File: src/rtl/if_fetch_buffer.sv
// Fetch buffer between the PC register and decode: tags imem reads with their PC, queues returns.
// Latency: PC presented in cycle N, data returns in N+1, VALID_D_o rises in N+2 (no bypass).
// Backpressure: PC_HOLD_H_o freezes the PC once queued plus in-flight entries would reach DEPTH.
module if_fetch_buffer #(
    parameter int          DEPTH     = 2,
    parameter logic [31:0] NOP_INSTR = 32'h0000_0013
) (
    input  logic        clk_i,
    input  logic        rst_i,
    input  logic [31:0] PC_i,
    output logic [31:0] IMEM_ADDR_o,
    output logic        IMEM_REQ_o,
    input  logic [31:0] IMEM_RDATA_i,
    output logic        PC_HOLD_H_o,
    input  logic        STALL_H_i,
    input  logic        FLUSH_H_i,
    output logic [31:0] INSTR_o,
    output logic [31:0] PC_D_o,
    output logic        VALID_D_o
);

    localparam int AW = $clog2(DEPTH);
    localparam int CW = AW + 1;
    localparam logic [CW:0] DEPTH_C = (CW + 1)'(DEPTH);

    typedef struct packed {
        logic [31:0] instr;
        logic [31:0] pc;
    } entry_t;

    entry_t          buf_q [DEPTH];
    logic [AW-1:0]   wr_ptr_q;
    logic [AW-1:0]   rd_ptr_q;
    logic [CW-1:0]   count_q;
    logic            inflight_q;
    logic [31:0]     inflight_pc_q;

    logic            pop;
    logic            push;
    logic [CW:0]     occupancy;
    entry_t          head;

    assign VALID_D_o   = (count_q != '0);
    assign pop         = VALID_D_o & ~STALL_H_i;
    assign push        = inflight_q;
    assign IMEM_ADDR_o = PC_i;

    // Occupancy seen by the next fetch: queued + in flight, minus the slot freed by a same-cycle pop.
    assign occupancy   = {1'b0, count_q} + {{CW{1'b0}}, inflight_q} - {{CW{1'b0}}, pop};
    assign PC_HOLD_H_o = rst_i & ~FLUSH_H_i & (occupancy >= DEPTH_C);
    assign IMEM_REQ_o  = rst_i & ~PC_HOLD_H_o;

    // Head entry of the queue, replaced by a NOP bubble whenever the queue is empty.
    always_comb begin
        head    = buf_q[rd_ptr_q];
        INSTR_o = NOP_INSTR;
        PC_D_o  = 32'h0;
        if (VALID_D_o) begin
            INSTR_o = head.instr;
            PC_D_o  = head.pc;
        end
    end

    // Queue storage: capture the returning instruction with its tag; wrong-path returns are dropped.
    always_ff @(posedge clk_i) begin
        if (push && !FLUSH_H_i) begin
            buf_q[wr_ptr_q] <= '{instr: IMEM_RDATA_i, pc: inflight_pc_q};
        end
    end

    // Pointer, count and in-flight tracking; flush empties everything and untags the current fetch.
    always_ff @(posedge clk_i or negedge rst_i) begin
        if (!rst_i) begin
            wr_ptr_q      <= '0;
            rd_ptr_q      <= '0;
            count_q       <= '0;
            inflight_q    <= 1'b0;
            inflight_pc_q <= 32'h0;
        end else begin
            inflight_pc_q <= PC_i;
            if (FLUSH_H_i) begin
                wr_ptr_q   <= '0;
                rd_ptr_q   <= '0;
                count_q    <= '0;
                inflight_q <= 1'b0;
            end else begin
                inflight_q <= IMEM_REQ_o;
                if (push) begin
                    wr_ptr_q <= wr_ptr_q + AW'(1);
                end
                if (pop) begin
                    rd_ptr_q <= rd_ptr_q + AW'(1);
                end
                case ({push, pop})
                    2'b10:   count_q <= count_q + CW'(1);
                    2'b01:   count_q <= count_q - CW'(1);
                    default: count_q <= count_q;
                endcase
            end
        end
    end

endmodule

File: config.mk
export PLATFORM = sky130hd
export DESIGN_NAME = if_fetch_buffer
export DESIGN_NICKNAME = d
export VERILOG_FILES = /design/src/rtl/if_fetch_buffer.sv
export SDC_FILE = /design/constraint.sdc
export NUM_CORES = 1
export LEC_CHECK = 0
export ABC_CLOCK_PERIOD_IN_PS = 8470
export CAP_MARGIN = 20
export CORE_UTILIZATION = 50
export DETAILED_ROUTE_END_ITERATION = 6
export DONT_BUFFER_PORTS = 1
export GPL_ROUTABILITY_DRIVEN = 1
export PLACE_DENSITY_LB_ADDON = 0.15
export SETUP_SLACK_MARGIN = 0.4
export SLEW_MARGIN = 15
export SYNTH_ARGS = -nofsm -noshare
export SYNTH_HDL_FRONTEND = slang
export SYNTH_SLANG_ARGS = --single-unit
export TNS_END_PERCENT = 10
File: constraint.sdc
create_clock -name clk_i -period 8.47 [get_ports clk_i]
set_clock_uncertainty 0.15 [all_clocks]
set_input_delay 1.694 -clock clk_i [delete_from_list [all_inputs] [get_ports clk_i]]
set_output_delay 1.694 -clock clk_i [all_outputs]
set_load 0.1 [all_outputs]
Word-level counts from Yosys, hierarchy flattened

Memory sizes are Yosys's and may differ from the RTL's.
Index checks and enable logic that the tools add are counted.

$add $sub $neg: 6
Bitwise logic cells: 7
Equal/unequal tests: 2
Reductions and logical operators: 6
Multiplexer cells: 11
Magnitude comparators: 1

Operators by type and width:

| kind                                                               | number |
|---|---|
| two-way mux 32 bit                                                 | 2 |
| two-way mux 1 bit                                                  | 7 |
| nonzero test 2 bit                                                 | 3 |
| AND 1 bit                                                          | 4 |
| case mux 2 bit (2 select lines)                                    | 1 |
| adder 2 x 1 -> 3 bit                                               | 1 |
| greater-or-equal comparator 3 x 2 -> 1 bit (second input constant) | 1 |
| NOT 1 bit                                                          | 3 |
| nonzero test 3 bit                                                 | 1 |
| subtractor 3 x 1 -> 3 bit                                          | 1 |
| adder 1 bit (second input constant)                                | 2 |
| adder 2 x 1 -> 2 bit (second input constant)                       | 1 |
| == test 2 x 1 -> 1 bit (second input constant)                     | 1 |
| == test 2 bit (second input constant)                              | 1 |
| two-way mux 2 bit                                                  | 1 |
| subtractor 2 x 1 -> 2 bit (second input constant)                  | 1 |
| logical AND 1 bit                                                  | 1 |
| logical NOT 1 bit                                                  | 1 |

Output and inout bits: 99
Bits in registers: 37
Logic and storage cells: 39
Memories kept: 1
Input port bits: 68
Memory bits (writable): 128

Memory list:

| name  | words | width | rd ports | clocked after Yosys merged registers in | write ports | RTL line | text |
|---|---|---|---|---|---|---|---|
| buf_q | 2     | 64    | 1        | 0                                       | 1           | 31       | `entry_t buf_q [DEPTH];` |

Logic depth before layout (Yosys ltp)

Gate-level depths: netlist (run 1).

Depth in word-level cells: 8
Gate-level depth with buffers: 7
Mapped depth without buffers: 7

Worst setup path before layout (run 1)

OpenSTA, ideal clock, no wires.

Path type: input -> output
Start point: input STALL_H_i
End point: output IMEM_REQ_o
Slack: 1242 ps
Required time: 6626 ps
Path buffers: 0
Arrival time: 5384 ps
Cell stages on the path: 7
Cells stage by stage: o21bai_2 ha_1 nand2b_1 fa_1 xnor2_1 a21oi_1 nor2b_1

Word-level cells in the longest chain between the ends: 7

Ends and longest elaborated chain:

| item                                       | RTL line | text |
|---|---|---|
| start, declared                            | 15       | `input logic STALL_H_i,` |
| NOT 1 bit                                  | 44       | `assign pop = VALID_D_o & ~STALL_H_i;` |
| AND 1 bit                                  | 44       |  |
| subtractor 3 x 1 -> 3 bit                  | 49       | `assign occupancy = {1'b0, count_q} + {{CW{1'b0}}, inflight_q} - {{CW{1'b0}}, pop};` |
| greater-or-equal comparator 3 x 2 -> 1 bit | 50       | `assign PC_HOLD_H_o = rst_i & ~FLUSH_H_i & (occupancy >= DEPTH_C);` |
| AND 1 bit                                  | 50       |  |
| via PC_HOLD_H_o                            | 14       | `output logic PC_HOLD_H_o,` |
| NOT 1 bit                                  | 51       | `assign IMEM_REQ_o = rst_i & ~PC_HOLD_H_o;` |
| AND 1 bit                                  | 51       |  |
| end, declared                              | 12       | `output logic IMEM_REQ_o,` |

The timed path passes the listed nets, and every way through them passes these cells.

Worst setup path in the final report (run 1)

Start point: input STALL_H_i
End point: output IMEM_REQ_o

Word-level cells in the longest chain between the ends: 7

Ends and longest elaborated chain:

| item                                       | RTL line |
|---|---|
| NOT 1 bit                                  | 44 |
| AND 1 bit                                  | 44 |
| subtractor 3 x 1 -> 3 bit                  | 49 |
| greater-or-equal comparator 3 x 2 -> 1 bit | 50 |
| AND 1 bit                                  | 50 |
| NOT 1 bit                                  | 51 |
| AND 1 bit                                  | 51 |

No other way between the ends.

==> flow_summary.json, run 1 <==
{
  "worst_slew_pin_slew_ps": 1130,
  "syn_area_mm2": 0.00619,
  "mostFrequentLayoutCell": "edfxtp_1",
  "syn_to_final_growth_pct": 12.3,
  "status": "finished clean",
  "cp_max_fo": 4,
  "final_nets": 417,
  "overflow": 0,
  "critPathLaunchType": "input port",
  "cts.sinks": 165,
  "grt_first_pass_wirelength_um": 14600,
  "grt_max_degree": 66,
  "worstSetupPathType": "in2out",
  "initial_utilization": 0.515,
  "totalWireLength_um": 9600,
  "antenna_found_initial": 3,
  "post-route-period-util": 0.681,
  "critPathLaunch": "STALL_H_i",
  "root_buffer": "clkbuf_16",
  "dieWidth_um": 113,
  "synth_cells": 367,
  "crit_path_end_kind": "primary output",
  "cts_tree": "done",
  "final-setup-viol-count": 0,
  "cts_hold_buffers": 0,
  "dieHeight_um": 113,
  "holdCritPathClass": "reg2reg",
  "cts_made_buffers": 17,
  "critPathBufInv": 0,
  "grt_pass1_vias": 2584,
  "rsz0062_at_grt": "no",
  "worstPathRequired_ps": 6630,
  "mostFrequentLayoutCells": "edfxtp_1, mux2i_1, nor2_2",
  "grtUsageTotal": 0.160,
  "max_freq_mhz": 173,
  "finalCriticalPeriod_ps": 5770,
  "slew_headroom": 0.243,
  "clk_pin_slew_ps": 60,
  "met3_usage": 0.0734,
  "insertion_delay_ps": 420,
  "wl_per_cell_um": 18.9,
  "drt_iter0_drc": 186,
  "synthesis.nets": 438,
  "synth-seq-cells": 165,
  "worst_ep_arrival_time_ps": 3920,
  "via_count": 2715,
  "gp_congestion": 0.676,
  "htree_num_levels": 4,
  "hold_path.startpoint": "inflight_pc_q[30]",
  "layout-drive-gt1-share": 0.298,
  "avgSynthCellArea_um2": 16.9,
  "detail-route-antenna-nets": 0,
  "slew_viol_final": 0,
  "critical-path-top-delay-family": "simple AND/OR/NAND/NOR gates",
  "grt_use_met1": 0.186,
  "finalHoldViolations": 0,
  "ctsLongestPathBuffers": 2,
  "seqCellArea_mm2": 0.00477,
  "yosys_warnings": 0,
  "rows": 40,
  "vias_per_cell": 5.33,
  "core-area_mm2": 0.0120,
  "num_io_pins": 167,
  "cts_setup_buffers": 0,
  "r2r-start": "count_q[1]",
  "max_stage_delay_ps": 830,
  "ys_seq_area_frac": 0.771,
  "grt-busiest-layer": "met2",
  "cts_resized": 0,
  "use_met2": 0.245,
  "hpwl_um": 5610,
  "drv_cap": 0,
  "drc": 0,
  "die_area_mm2": 0.0128,
  "crit_chain": "o21bai_2 -> ha_1 -> nand2b_1 -> fa_1 -> xnor2_1 -> a21oi_2 -> nor2b_2",
  "io_buffer_count": 0,
  "fillers": 912,
  "yosysUniqueCellTypes": 22,
  "slowest_stage": "nor2b_2",
  "tns_ps": 0,
  "multi_input_area_mm2": 0.00126,
  "firstDrtPassIters": 4
}
[Yosys cell counts (all sizes together)]
cell    number  area, µm²
nor2b        2       12.5
mux2         1       11.3
fa           1       20.0
and3b        1       8.76
buf         45        318
edfxtp     128       3840
nor3b        1       7.51
inv          3       11.3
xor2         1       8.76
a21oi        1       5.00
nand2        4       15.0
or2          1       8.76
ha           2       25.0
a221oi       1       15.0
dfrtp       37        926
o21bai       2       18.8
mux2i       64        641
nor2        67        251
nand2b       2       12.5
xnor2        3       26.3
[layer usage]
layer,vias to the layer above,share of wire
met5,-,0
met4,0,0.025
met3,21,0.088
met2,124,0.48
met1,1327,0.41
li1,1243,-
[worst reg2reg max path, stage by stage, from the launching register on]
cell and delay, ps:
dfrtp_1 490, o21bai_2 240, ha_1 270, nand2b_1 160, fa_1 400, xnor2_1 230, nand2_1 80, nor2_1 120
[final timing paths]
path	end	slack [ps]	cells past startpoint
setup / recovery	IMEM_REQ_o	2700	7
hold / removal	buf_q[0][30]	290	0
setup reg to reg	inflight_q	6240	7
hold reg to reg	buf_q[0][30]	290	0
max in group asynchronous	rd_ptr_q	7260	0
min in group asynchronous	inflight_pc_q[18]	820	0
[area by class of cell]
cell class,count,area share
Clock buffer,18,0.0618
Tap cell,147,0.0265
Timing Repair Buffer,5,0.00828
Inverter,3,0.00162
Sequential cell,165,0.687
Clock inverter,14,0.0321
Multi-Input combinational cell,154,0.182
Antenna cell,3,0.00108
[per-stage QoR]
stage | utilization | area [µm²] | worst slack [ps] | cells | hold slack [ps]
6_report | 0.578 | 6950 | 2700 | 509 | 291
5_1_grt | 0.578 | 6950 | 2640 | 508 | 297
4_1_cts | 0.576 | 6910 | 2700 | 505 | 291
3_5_place_dp | 0.521 | 6260 | 2700 | 473 | 277
3_3_place_gp | 0.521 | 6260 | 2780 | 473 | 271
2_1_floorplan | - | 6190 | 1240 | 367 | 270
[flip-flops by register name (all words and copies together) (netlist names)]
register and cells:
buf_q 128, count_q 2, rd_ptr_q 1, inflight_q 1
inflight_pc_q 32, wr_ptr_q 1
[cells by family after synthesis]
family                   count (synthesis)  synth area share
AND/OR/NAND/NOR                         78            0.0512
flip-flops                             165             0.771
multiplexers                            65             0.105
XOR/XNOR                                 4           0.00566
AO/OA/AOI/OAI                            4           0.00627
adder cells (fa/ha/maj)                  3           0.00728
buffers and inverters                   48            0.0532
Power of run 1 is not shown: default switching activity piles up to over one toggle a cycle in this logic, so the estimate is an artifact.
==> run 2, diff against run 1 <==
- ABC_CLOCK_PERIOD_IN_PS: 8470 -> 5300
- clock period: 8.47 -> 5.3 ns (I/O delays scaled with it)
==> run 2 against run 1 <==
Effect of this change: first-iteration DRC count shrank 36%; count of clock-buffer cells in the layout up 1; wire length decreased by 0.93%; hold slack got worse by 110 ps; worst setup slack lost 1500 ps; critical path type unchanged; utilization down 0.073 points; critical endpoint unchanged.
==> flow_summary.json, run 2 (same netlist as run 1, synthesis figures left out) <==
{
  "max_freq_mhz": 247,
  "rows": 40,
  "mostFrequentLayoutCell": "edfxtp_1",
  "cts_hold_buffers": 0,
  "final_nets": 421,
  "worstSetupPathType": "in2out",
  "totalWireLength_um": 9510,
  "cts.sinks": 165,
  "grt_max_degree": 65,
  "ctsLongestPathBuffers": 2,
  "drt_iter0_drc": 119,
  "detail-route-antenna-nets": 0,
  "antenna_found_initial": 2,
  "max_stage_delay_ps": 390,
  "fin_cells": 512,
  "largest_reg_flops": 128,
  "slew_headroom": 0.254,
  "grt_pass1_vias": 2826,
  "syn_to_final_growth_pct": 12.2,
  "finalHoldViolations": 0,
  "grt_use_met1": 0.181,
  "design_area_mm2": 0.00694,
  "cts_setup_buffers": 0,
  "status": "finished clean",
  "die_area_mm2": 0.0128,
  "num_io_pins": 167,
  "use_met2": 0.256,
  "finalCriticalPeriod_ps": 4050,
  "hpwl_um": 5670,
  "cts_made_buffers": 17,
  "io_buffer_count": 0,
  "core-area_mm2": 0.0120,
  "root_buffer": "clkbuf_16",
  "slowest_stage": "fa_1",
  "grt-busiest-layer": "met2",
  "drv_cap": 0,
  "cp_max_fo": 4,
  "largest-register": "buf_q",
  "firstDrtPassIters": 4,
  "dp.cells": 478,
  "clk_pin_slew_ps": 70,
  "dieHeight_um": 113,
  "met3_usage": 0.0584,
  "final-setup-viol-count": 0,
  "mostFrequentLayoutCells": "edfxtp_1, mux2i_1, nor2_2",
  "grt_first_pass_wirelength_um": 14700,
  "htree_num_levels": 4,
  "post-route-period-util": 0.763,
  "worstPathRequired_ps": 4090,
  "drc": 0,
  "insertion_delay_ps": 410,
  "cts_resized": 0,
  "initial_utilization": 0.515,
  "critical-path-top-delay-family": "adder cells",
  "largest_registers": "buf_q x128, inflight_pc_q x32, count_q x2",
  "layout-drive-gt1-share": 0.309,
  "grtUsageTotal": 0.156,
  "via_count": 2721,
  "worst_slew_pin_slew_ps": 1120,
  "worst_ep_arrival_time_ps": 2840,
  "crit_chain": "o21bai_2 -> ha_1 -> nand2b_1 -> fa_1 -> xnor2_1 -> a21oi_2 -> nor2b_2 -> buf_4",
  "vias_per_cell": 5.31,
  "slew_viol_final": 0,
  "overflow": 0,
  "place_area_mm2": 0.00632,
  "gp_congestion": 0.706,
  "critPathLaunchType": "input port",
  "wl_per_cell_um": 18.6,
  "cts_tree": "done",
  "tns_ps": 0,
  "critPathBufInv": 1,
  "crit_path_end_kind": "primary output",
  "rsz0062_at_grt": "no",
  "holdCritPathClass": "in2async",
  "dieWidth_um": 113
}
-- run 2: cell count changes in the layout (fill, tap and decap cells not counted) --
| cell | previous run | this run |
|---|---|---|
| bufinv_16 | 5 | 2 |
| clkinvlp_4 | 2 | 3 |
| nor3b_2 | 1 | 0 |
| diode_2 | 3 | 2 |
| clkbuf_8 | 0 | 1 |
| clkbuf_16 | 17 | 18 |
| inv_6 | 4 | 3 |
| clkbuf_1 | 1 | 0 |
| buf_4 | 4 | 8 |
| clkinv_4 | 2 | 3 |
| clkinv_2 | 1 | 2 |
| nor3b_4 | 0 | 1 |
-- run 2: area by class of cell --
class / count / area (µm²)
diodes: 2 / 5.00
clock buffers: 19 / 464
clock inverters: 13 / 145
fillers: 910 / 5070
inverters: 3 / 11.3
multi-input cells: 154 / 1270
flip-flops and latches: 165 / 4770
well taps: 147 / 184
repair buffers: 9 / 87.6
-- run 2: per-stage QoR --
step | util | setup WS (ps) | hold WS (ps)
floorplan | - | -660 | 270
CTS | 0.577 | 1240 | 166
finish | 0.578 | 1250 | 185
global placement | 0.524 | 1330 | 271
detailed placement | 0.527 | 1240 | 279
global route | 0.578 | 1160 | 160
-- run 2: worst paths after layout --
kind	start	endpoint	slack [ps]	cells after the start
max in group asynchronous	rst_i	rd_ptr_q	4720	0
min in group clk_i	inflight_pc_q[0]	buf_q[0][0]	290	0
setup reg to reg	count_q[1]	inflight_q	3110	7
hold / removal	rst_i	inflight_pc_q[31]	190	0
setup / recovery	STALL_H_i	IMEM_REQ_o	1250	8
hold reg to reg	inflight_pc_q[0]	buf_q[0][0]	290	0
-- run 2: per-layer routing --
layer,share of wire,vias to the layer above
met4,0.015,0
li1,-,1252
met1,0.41,1349
met5,0,-
met2,0.50,105
met3,0.077,15
Power of run 2 is left out for the same reason.
==> run 3, diff against run 2 <==
- ABC_CLOCK_PERIOD_IN_PS: 5300 -> 3800
- clock period: 5.3 -> 3.8 ns (I/O delays scaled with it)
==> run 3 against run 2 <==
Effect of this change: critical path depth unchanged; utilization increased by 5.7 points; sequential share of layout area decreased by 6.2 points; non-clock buffer count up 70; flip-flop and latch count did not move; critical endpoint unchanged; largest cell class unchanged; highest routed layer unchanged.
==> flow_summary.json, run 3 (same netlist as run 1, synthesis figures left out) <==
{
  "critical-path-top-delay-family": "adder cells",
  "drt_iter0_drc": 140,
  "final-setup-viol-count": 0,
  "whs_ps": 29.2,
  "layout-drive-gt1-share": 0.430,
  "htree_num_levels": 4,
  "critPathLaunchType": "register",
  "ctsLongestPathBuffers": 2,
  "status": "finished clean",
  "worst_slew_pin_slew_ps": 877,
  "final_nets": 491,
  "cts.sinks": 165,
  "finalCriticalPeriod_ps": 3320,
  "grt_first_pass_wirelength_um": 16000,
  "root_buffer": "clkbuf_16",
  "dieHeight_um": 113,
  "rows": 40,
  "antenna_found_initial": 2,
  "cellLeakagePower_nw": 2.74,
  "via_count": 2960,
  "syn_to_final_growth_pct": 23.3,
  "cts_made_buffers": 17,
  "place_area_mm2": 0.00681,
  "critPathLaunch": "count_q[1]",
  "largest_registers": "buf_q x128, inflight_pc_q x32, count_q x2",
  "max_stage_delay_ps": 420,
  "ir_drop_mv": 0.806,
  "holdCritPathClass": "in2async",
  "cts_tree": "done",
  "slew_viol_final": 0,
  "wl_per_cell_um": 17.6,
  "die_area_mm2": 0.0128,
  "mostFrequentLayoutCells": "edfxtp_1, buf_4, mux2i_1",
  "cp_max_fo": 4,
  "slowest_stage": "dfrtp_2",
  "finalHoldViolations": 0,
  "initial_utilization": 0.515,
  "max_freq_mhz": 301,
  "largest_reg_flops": 128,
  "design_area_mm2": 0.00762,
  "detail-route-antenna-nets": 0,
  "dieWidth_um": 113,
  "clk_pin_slew_ps": 60,
  "worstSetupPathType": "reg2out",
  "crit_path_end_kind": "primary output",
  "worstPathRequired_ps": 2890,
  "slew_headroom": 0.415,
  "worst_ep_arrival_time_ps": 2410,
  "drc": 0,
  "drv_cap": 0,
  "overflow": 0,
  "insertion_delay_ps": 420,
  "grtUsageTotal": 0.172,
  "core-area_mm2": 0.0120,
  "critPathBufInv": 1,
  "mostFrequentLayoutCell": "edfxtp_1",
  "firstDrtPassIters": 6,
  "r2r-start": "count_q[1]",
  "largest-register": "buf_q",
  "totalWireLength_um": 10200,
  "grt_pass1_vias": 3103,
  "grt_max_degree": 65,
  "rsz0062_at_grt": "no",
  "post-route-period-util": 0.874,
  "vias_per_cell": 5.09,
  "hpwl_um": 6070,
  "crit_chain": "o21bai_4 -> ha_1 -> nand2b_4 -> fa_2 -> xnor2_4 -> a21oi_4 -> nor2b_4 -> buf_12",
  "io_buffer_count": 0,
  "powerDensity_mw_per_mm2": 929,
  "gp_congestion": 0.724,
  "num_io_pins": 167,
  "tns_ps": 0
}
==> run 3: worst paths after layout <==
| check | slack [ps] | cells after the start | endpoint |
|---|---|---|---|
| max | 480 | 8 | IMEM_REQ_o |
| min | 30 | 1 | inflight_pc_q[30] |
| max reg2reg | 1730 | 8 | inflight_q |
| min reg2reg | 290 | 0 | buf_q[0][10] |
| max in group asynchronous | 3270 | 1 | rd_ptr_q |
| min in group clk_i | 210 | 0 | inflight_pc_q[25] |
==> run 3: area by class of cell <==
class                      count  area, µm²
clock buffer                  25        571
clock inverter                 7        123
inverter                       3       11.3
antenna                        2       5.00
timing repair buffer          79        638
fill                         876       4390
sequential                   165       4780
multi-input combinational    154       1320
tap                          147        184
==> run 3: timing repair <==
| item | CTS | global route |
|---|---|---|
| hold buffers | 1 | 0 |
| setup buffers | 2 | 2 |
| gates cloned | 0 | 0 |
| endpoints found under the setup margin | 2 | 2 |
| resized for setup | 6 | 3 |
| endpoints found under the hold margin | 37 | 0 |
| pin swaps | 1 | 4 |
==> run 3: worst reg2reg max path: stages (launching register included) <==
cell and delay [ps]:
dfrtp_2 420, o21bai_4 180, ha_1 250, nand2b_4 150, fa_2 400, xnor2_4 180, buf_4 130, nand2_1 40
nor2_1 100
==> run 3: per-layer routing <==
layer | share of wire | wire (µm) | vias up | track usage
met4 | 0.019 | 192 | 0 | 0.0939
li1 | - | - | 1390 | -
met2 | 0.50 | 5080 | 115 | 0.279
met1 | 0.39 | 4030 | 1439 | 0.193
met3 | 0.089 | 914 | 16 | 0.0750
met5 | 0 | 0 | - | 0
==> run 3: power breakdown <==
| part | total, mW | internal, mW | switching [mW] |
|---|---|---|---|
| sequential | 2.25 | 2.13 | 0.122 |
| combinational | 2.91 | 0.684 | 2.23 |
| clock | 1.92 | 1.25 | 0.668 |
| total | 7.09 | 4.07 | 3.02 |
==> run 3: per-stage QoR <==
stage	setup WS, ps	utilization	cells	total power, mW
3_5_place_dp	351	0.567	542	5.15
3_3_place_gp	411	0.567	542	5.13
5_1_grt	404	0.635	581	7.32
2_1_floorplan	38.5	-	367	4.67
6_report	480	0.635	582	7.09
4_1_cts	400	0.630	577	7.12
No activity file was read; power rests on OpenSTA's default activity.
